[src/rtl/edge_log_stream.sv]
// Streaming 5x5 Laplacian-of-Gaussian edge filter: raster pixels in, saturated LoG response out.
// Define EDGE_LOG_THRESH_EN to add a per-frame binary threshold (thresh port) after saturation.
module edge_log_stream #(
    parameter int unsigned IMG_WIDTH  = 64,
    parameter int unsigned IMG_HEIGHT = 64,
    parameter int unsigned PIX_W      = 8,
    parameter int unsigned ACC_W      = PIX_W + 8
) (
    input  logic             clk,
    input  logic             rst,
    input  logic             mode,
`ifdef EDGE_LOG_THRESH_EN
    input  logic [PIX_W-1:0] thresh,
`endif
    input  logic             in_valid,
    output logic             in_ready,
    input  logic [PIX_W-1:0] in_pixel,
    output logic             out_valid,
    input  logic             out_ready,
    output logic [PIX_W-1:0] out_pixel,
    output logic             out_last
);

    localparam int unsigned CW = $clog2(IMG_WIDTH);
    localparam int unsigned RW = $clog2(IMG_HEIGHT);
    localparam logic signed [ACC_W-1:0] PIX_MAX = ACC_W'((1 << PIX_W) - 1);
    localparam int KERNEL [5][5] = '{
        '{-1, -3, -4, -3, -1},
        '{-3,  0,  6,  0, -3},
        '{-4,  6, 21,  6, -4},
        '{-3,  0,  6,  0, -3},
        '{-1, -3, -4, -3, -1}
    };

    logic [CW-1:0] col_q;
    logic [RW-1:0] row_q;
    logic          mode_q;
`ifdef EDGE_LOG_THRESH_EN
    logic [PIX_W-1:0] thresh_q;
`endif

    logic [PIX_W-1:0] line_buf [4][IMG_WIDTH];
    logic [PIX_W-1:0] win_q [5][4];
    logic [PIX_W-1:0] win [5][5];

    logic en, accept, win_valid, frame_start, col_end, row_end;
    logic signed [ACC_W-1:0] win_sum, s1_sum_q, mag;
    logic s1_valid_q, s1_last_q;
    logic [PIX_W-1:0] sat, s2_pix;

    assign en          = out_ready | ~out_valid;
    assign in_ready    = en;
    assign accept      = in_valid & en;
    assign win_valid   = (row_q >= RW'(4)) && (col_q >= CW'(4));
    assign frame_start = (row_q == '0) && (col_q == '0);
    assign col_end     = (col_q == CW'(IMG_WIDTH - 1));
    assign row_end     = (row_q == RW'(IMG_HEIGHT - 1));

    // Full window = four stored columns plus the column formed by the incoming pixel and the
    // line buffers, so the sum is ready at the accepting edge (row 0 of win is the oldest line).
    always_comb begin
        for (int r = 0; r < 5; r++) begin
            for (int c = 0; c < 4; c++) begin
                win[r][c] = win_q[r][c];
            end
        end
        win[0][4] = line_buf[3][col_q];
        win[1][4] = line_buf[2][col_q];
        win[2][4] = line_buf[1][col_q];
        win[3][4] = line_buf[0][col_q];
        win[4][4] = in_pixel;
    end

    always_comb begin
        win_sum = '0;
        for (int r = 0; r < 5; r++) begin
            for (int c = 0; c < 5; c++) begin
                win_sum = win_sum + ACC_W'(KERNEL[r][c]) * $signed(ACC_W'(win[r][c]));
            end
        end
    end

    always_comb begin
        mag = (mode_q && (s1_sum_q < 0)) ? -s1_sum_q : s1_sum_q;
        if (mag < 0) begin
            sat = '0;
        end else if (mag > PIX_MAX) begin
            sat = '1;
        end else begin
            sat = mag[PIX_W-1:0];
        end
`ifdef EDGE_LOG_THRESH_EN
        s2_pix = (sat >= thresh_q) ? '1 : '0;
`else
        s2_pix = sat;
`endif
    end

    // Buffers and window need no reset: a window is only used once it holds current-frame data.
    always_ff @(posedge clk) begin
        if (accept) begin
            line_buf[0][col_q] <= in_pixel;
            for (int k = 1; k < 4; k++) begin
                line_buf[k][col_q] <= line_buf[k-1][col_q];
            end
            for (int r = 0; r < 5; r++) begin
                for (int c = 0; c < 3; c++) begin
                    win_q[r][c] <= win_q[r][c+1];
                end
                win_q[r][3] <= win[r][4];
            end
        end
    end

    always_ff @(posedge clk) begin
        if (rst) begin
            col_q      <= '0;
            row_q      <= '0;
            mode_q     <= 1'b0;
`ifdef EDGE_LOG_THRESH_EN
            thresh_q   <= '0;
`endif
            s1_valid_q <= 1'b0;
            s1_last_q  <= 1'b0;
            s1_sum_q   <= '0;
            out_valid  <= 1'b0;
            out_pixel  <= '0;
            out_last   <= 1'b0;
        end else begin
            if (accept) begin
                if (frame_start) begin
                    mode_q   <= mode;
`ifdef EDGE_LOG_THRESH_EN
                    thresh_q <= thresh;
`endif
                end
                if (col_end) begin
                    col_q <= '0;
                    row_q <= row_end ? '0 : row_q + RW'(1);
                end else begin
                    col_q <= col_q + CW'(1);
                end
            end
            if (en) begin
                s1_valid_q <= accept & win_valid;
                s1_last_q  <= accept & row_end & col_end;
                if (accept & win_valid) begin
                    s1_sum_q <= win_sum;
                end
                out_valid <= s1_valid_q;
                out_last  <= s1_valid_q & s1_last_q;
                if (s1_valid_q) begin
                    out_pixel <= s2_pix;
                end
            end
        end
    end

endmodule

[config.mk]
export PLATFORM = sky130hd
export DESIGN_NAME = edge_log_stream
export DESIGN_NICKNAME = d
export VERILOG_FILES = /design/src/rtl/edge_log_stream.sv
export SDC_FILE = /design/constraint.sdc
export NUM_CORES = 2
export LEC_CHECK = 0
export CORE_MARGIN = 2
export CORE_UTILIZATION = 51
export DETAILED_ROUTE_END_ITERATION = 12
export PLACE_DENSITY = 0.73
export SLEW_MARGIN = 15
export SYNTH_ARGS = -nofsm -noshare
export SYNTH_HDL_FRONTEND = slang
export SYNTH_SLANG_ARGS = --single-unit
[constraint.sdc]
create_clock -name clk -period 22.5 [get_ports clk]
set_clock_uncertainty 0.15 [all_clocks]
set_input_delay 4.5 -clock clk [delete_from_list [all_inputs] [get_ports clk]]
set_output_delay 4.5 -clock clk [all_outputs]
set_load 0.02 [all_outputs]
== Yosys cells after proc, flatten, opt, wreduce, memory -nomap -nowiden ==
Memories as Yosys holds them, arrays and structs flattened.
Cells that the tools add are included.

* Flip-flop bits (word level): 41
* Bits in latches: 0
* Memory bits (writable): 2,208
* Memory bits (read-only): 0
* Output and inout bits: 11
* Logic and storage cells: 104
* Memories: 2

{| class="wikitable"
|+ Memories
! memory !! words !! width !! rd ports !! clocked after Yosys merged registers in !! wr ports !! RTL line !! text
|-
| line_buf || 4 || 512 || 4 || 0 || 4 || 42 || <nowiki>logic [PIX_W-1:0] line_buf [4][IMG_WIDTH];</nowiki>
|-
| win_q || 5 || 32 || 5 || 0 || 5 || 43 || <nowiki>logic [PIX_W-1:0] win_q [5][4];</nowiki>
|}

* Add/subtract/negate cells: 31
* $mul: 13
* Div/mod/pow operators: 0
* $lt $le $gt $ge: 7
* Eq/ne operators: 2
* Shift-type cells: 0
* Mux-type cells: 22
* Bitwise logic cells: 8
* Reductions and logical operators: 10

{| class="wikitable"
|+ Operators by type and width
! kind !! count
|-
| $mux W512 || 1
|-
| $add A16 B12 Y16 || 12
|-
| $bmux W8 S6 || 4
|-
| $add A16 B16 Y16 || 7
|-
| $mul A3 B9 Y12 const A || 8
|-
| $mux W8 || 11
|-
| $neg A8 Y16 || 4
|-
| $neg A8 Y14 || 4
|-
| $demux W8 S6 || 1
|-
| $mul A2 B8 Y10 const A || 4
|-
| $lt A16 B1 Y1 const B || 2
|-
| $add A16 B14 Y16 || 1
|-
| $gt A16 B9 Y1 const B || 1
|-
| $mux W16 || 1
|-
| $neg A16 Y16 || 1
|-
| $mul A5 B8 Y13 const A || 1
|-
| $add A6 B1 Y6 const B || 2
|-
| $eq A6 B6 Y1 const B || 2
|-
| $ge A6 B3 Y1 const B || 2
|-
| $logic_not A6 Y1 || 2
|-
| $mux W6 || 2
|-
| $reduce_and A2 Y1 || 4
|-
| $ge A7 B7 Y1 const B || 1
|-
| $lt A7 B1 Y1 const B || 1
|-
| 6 further kinds || 14
|}

== Longest topological paths before layout ==
* Depth in word-level cells: 22
* Depth in mapped cells: 39

== Worst setup path after synthesis ==
Ideal clock, no wire load.

* Path kind: input port to flip-flop
* Start point: input port out_ready
* End point: memory line_buf[0][100] (netlist bit), enable pin
* Setup time: 0.421 ns
* Arrival time: 12.267 ns
* Data required time: 21.929 ns
* Setup slack: 9.662 ns
* Stages on the path: 7
* Cell sequence: nor2b_1 inv_1 nand2_1 inv_1 buf_1 nand2_1 nor2_1

{| class="wikitable"
|+ RTL lines
! element !! RTL line !! text
|-
| from (decl) || 19 || <nowiki>input logic out_ready,</nowiki>
|-
| to (decl) || 42 ||
|}

==> metrics.log <==
[metrics] # setup viols final: 0
[metrics] HPWL after DPL: about 140 mm
[metrics] overall track demand over capacity in global routing: between 20% and 30%
[metrics] slew at the pin closest to its max-slew limit: between 1000 and 1500 ps
[metrics] Post-Route Setup TNS: 0 ps
[metrics] Starting Density: 51.5%
[metrics] floorplan die area: 184,000 um^2
[metrics] flip-flop and latch count after synthesis: roughly 2,200
[metrics] kind of cell with the highest combined delay on the critical path: adder cells
[metrics] per-cell via count in the routed design: 6.50
[metrics] worst setup slack after layout: roughly 10,000 ps
[metrics] clock tree root driver cell: sky130_fd_sc_hd__clkbuf_16
[metrics] buffers plus inverters on the worst setup path: 9
[metrics] routability congestion estimate from global placement: around 0.87
[metrics] leftover overflow at the end of global routing: 0
[metrics] achievable frequency: a little over 0.08 GHz
[metrics] area of the core: 179,000 um^2
[metrics] max-cap viol count: 0
[metrics] Vert. Die Dim: roughly 430 um
[metrics] post-synthesis instance total: ~5,500
[metrics] CTS tree: yes
[metrics] Hold Fails Final Rpt: 0
[metrics] sum of routed wire length over all layers: 251 mm
[metrics] Detail Route Antenna Nets: 0
[metrics] Slowest cell on crit path: sky130_fd_sc_hd__nor4_1
[metrics] data required time at the worst endpoint: 23,120 ps
[metrics] number of I/O pins: 24
[metrics] setup repair bufs after CTS: 0
[metrics] Util after Layout: 57.5%
[metrics] CP Max Fanout: 115
[metrics] Post-Place Setup Slack: between 10,000 and 15,000 ps
[metrics] number of library cell types mapped by synthesis: 74
[metrics] dominant register cell in the synthesized netlist: sky130_fd_sc_hd__edfxtp_1
[metrics] count of H-tree levels built during CTS: 4
[metrics] outcome: finished clean
[metrics] Starting DRT DRC Count: between 7,000 and 8,000
[metrics] reg-to-reg critical path startpoint: col_q[0]$_SDFFE_PP0P_
[metrics] RSZ-0062 raised after global routing: no
[metrics] fraction of the yosys area taken by sequential cells: around 73%
[metrics] number of buffers on the longest clock path: 3
[metrics] worst min-delay path class: register to register
[metrics] largest net degree at the start of global routing: 117
[metrics] Mapped Avg Cell Area: 16.9 um^2
[metrics] final cycle utilization of the critical path: between 50% and 60%
[metrics] number of clock sinks: between 2,000 and 2,500
[metrics] number of clock buffers inserted by TritonCTS: between 200 and 250
[metrics] headroom to the max-slew limit: between 10% and 20%
[metrics] class of the most critical setup path: register to register
[metrics] hold buffer count at CTS: 0
[metrics] antenna violations before repair: 7
[metrics] worst hold margin: 264 ps
[metrics] Final Critical Period: around 12,000 ps
[metrics] number of port buffers: 23
[metrics] cell area after synthesis: between 90,000 and 100,000 um^2
[metrics] share of async-settable or async-resettable flops after synthesis: 0%
[metrics] first-pass GRT wire length: around 360 mm
[metrics] WL per Instance: around 31 um
[metrics] num rows: approximately 160
[metrics] Final Slew Violations: 0
[metrics] CP peak stage delay: between 1000 and 1500 ps
[metrics] share of cells above drive strength 1: between 10% and 20%
[metrics] synthesis-to-layout area growth: 11.7%
[metrics] clock slew at the register clock pins of the worst setup and hold paths: approximately 70 ps
[metrics] # resized after CTS: 0
[metrics] clk_lat worst skew: approximately 880 ps
[metrics] type of origin of the critical path: register
[metrics] dominant cell type by count on the critical path: sky130_fd_sc_hd__fa_1
[metrics] Worst setup EP type: register
[metrics] DRC viols: 0
[metrics] Yosys warning count: 0
[metrics] Die W: around 430 um
[metrics] data arrival at the endpoint of the critical path: around 13,000 ps
[metrics] number of global-route vias before repair: between 50,000 and 60,000
[metrics] CP startpoint: col_q[0]$_SDFFE_PP0P_
[metrics] count of TritonRoute iterations in the first routing pass: 6
[metrics] count of flip-flops with a built-in enable after synthesis: 2,208
[metrics] net count reported at finish: 6,034
[metrics] post-synth net total: between 5,000 and 6,000
[metrics] launch point of the worst hold path: win_q[1][22]$_DFFE_PP_
[metrics] vias after detailed routing: approximately 53,000
==> logic make-up after synthesis <==
logic type      count (synthesis)  share of synthesized area (%)
flops                        2249                           72.9
compound gates               1222                           10.1
buf+inv                       735                           3.06
simple gates                  610                           3.45
fa+ha+maj                     440                           7.98
mux                           120                           1.69
xor+xnor                       90                          0.856
==> stage by stage <==
step,area [um^2],std cells
after floorplan,92100,5466
after global placement,96100,7729
after detailed placement,96100,7729
after CTS,103000,8108
after global routing,103000,8109
final,103000,8112
==> worst paths after layout <==
| check | to | slack (ps) | cells past startpoint |
|---|---|---|---|
| max reg2reg | s1_sum_q[15]$_SDFFE_PP0P_ | 10310 | 32 |
| max | s1_sum_q[15]$_SDFFE_PP0P_ | 10310 | 32 |
| min reg2reg | win_q[1][30]$_DFFE_PP_ | 260 | 0 |
| min | win_q[1][30]$_DFFE_PP_ | 260 | 0 |
==> area by class of cell <==
cell class | count | area, um^2
fill | 13100 | 76100
antenna | 4 | 10.0
multi-input combinational | 2482 | 22800
tap | 2355 | 2950
clock inverter | 135 | 1440
inverter | 459 | 1730
timing repair buffer | 184 | 1500
sequential | 2249 | 67100
clock buffer | 244 | 5340
==> layer usage <==
metal | GRT usage [%] | wire length [um] | vias up
met5 | 0 | 59 | -
met4 | 10.4 | 10400 | 8
met3 | 6.20 | 31500 | 618
met2 | 42.8 | 117000 | 3713
met1 | 36.7 | 91700 | 26700
li1 | - | - | 21700
==> state kept, by name (all words and copies together) (netlist names), 6 cells and up <==
name	flops
row_q	6
line_buf	2048
win_q	160
col_q	6
s1_sum_q	16
out_pixel	8
==> worst register-to-register path: cells and delay by family, from the launching register on <==
family                   cells  cell delay [ps]
adder cells (fa/ha/maj)      9             4310
buffers and inverters        9             2760
AO/OA/AOI/OAI                7             1940
AND/OR/NAND/NOR              6             2060
multiplexers                 1               80
flip-flops                   1              810
==> synthesized netlist by cell type (all sizes together) (8+ instances only) <==
library cell / n / area, um^2
nand3: 101 / 505
fa: 246 / 4920
mux4: 24 / 541
clkbuf: 183 / 687
nor3: 26 / 130
ha: 194 / 2430
nand3b: 8 / 60.1
buf: 93 / 412
a21o: 18 / 135
o21ai: 25 / 125
a221oi: 125 / 1090
mux2: 45 / 507
a211oi: 12 / 90.1
nor2: 143 / 537
a31oi: 25 / 156
and3: 11 / 68.8
edfxtp: 2208 / 66300
xnor2: 62 / 543
nand2b: 15 / 93.8
o21bai: 15 / 113
a21oi: 88 / 440
nand4: 110 / 694
xor2: 28 / 245
dfxtp: 41 / 821
nor2b: 15 / 93.8
nand2: 105 / 394
a22oi: 655 / 4920
o22ai: 16 / 100
nor3b: 8 / 60.1
a22o: 201 / 1760
inv: 458 / 1720
and2: 8 / 50.1
mux2i: 51 / 510
nor4: 37 / 274
==> cells in the final DEF, fill, tap and decap left out, types with 13 or more instances in the layout <==
cell,instances
sky130_fd_sc_hd__edfxtp_1,2208
sky130_fd_sc_hd__a22oi_1,655
sky130_fd_sc_hd__inv_1,436
sky130_fd_sc_hd__fa_1,246
sky130_fd_sc_hd__clkbuf_16,207
sky130_fd_sc_hd__a22o_1,201
sky130_fd_sc_hd__ha_1,194
sky130_fd_sc_hd__buf_4,153
sky130_fd_sc_hd__a221oi_1,125
sky130_fd_sc_hd__nand4_1,109
sky130_fd_sc_hd__nand2_1,104
sky130_fd_sc_hd__nand3_1,101
sky130_fd_sc_hd__a21oi_1,88
sky130_fd_sc_hd__nor2_1,76
sky130_fd_sc_hd__nor2_4,64
sky130_fd_sc_hd__xnor2_1,62
sky130_fd_sc_hd__mux2i_1,51
sky130_fd_sc_hd__mux2_2,45
sky130_fd_sc_hd__clkinv_2,41
sky130_fd_sc_hd__clkinv_1,39
sky130_fd_sc_hd__dfxtp_1,38
sky130_fd_sc_hd__clkbuf_1,34
sky130_fd_sc_hd__xor2_1,28
sky130_fd_sc_hd__nor4_1,26
sky130_fd_sc_hd__o21ai_0,25
sky130_fd_sc_hd__a31oi_1,25
sky130_fd_sc_hd__mux4_2,24
sky130_fd_sc_hd__nor3_1,23
sky130_fd_sc_hd__bufinv_16,22
sky130_fd_sc_hd__inv_2,20
sky130_fd_sc_hd__a21o_1,18
sky130_fd_sc_hd__o22ai_1,16
sky130_fd_sc_hd__o21bai_1,15
sky130_fd_sc_hd__clkdlybuf4s50_1,15
sky130_fd_sc_hd__nand2b_1,14
sky130_fd_sc_hd__nor2b_1,13
Power is left out: the tool's default activity adds up to more than one toggle a clock period on the data nets, which glitch-free logic cannot reach.
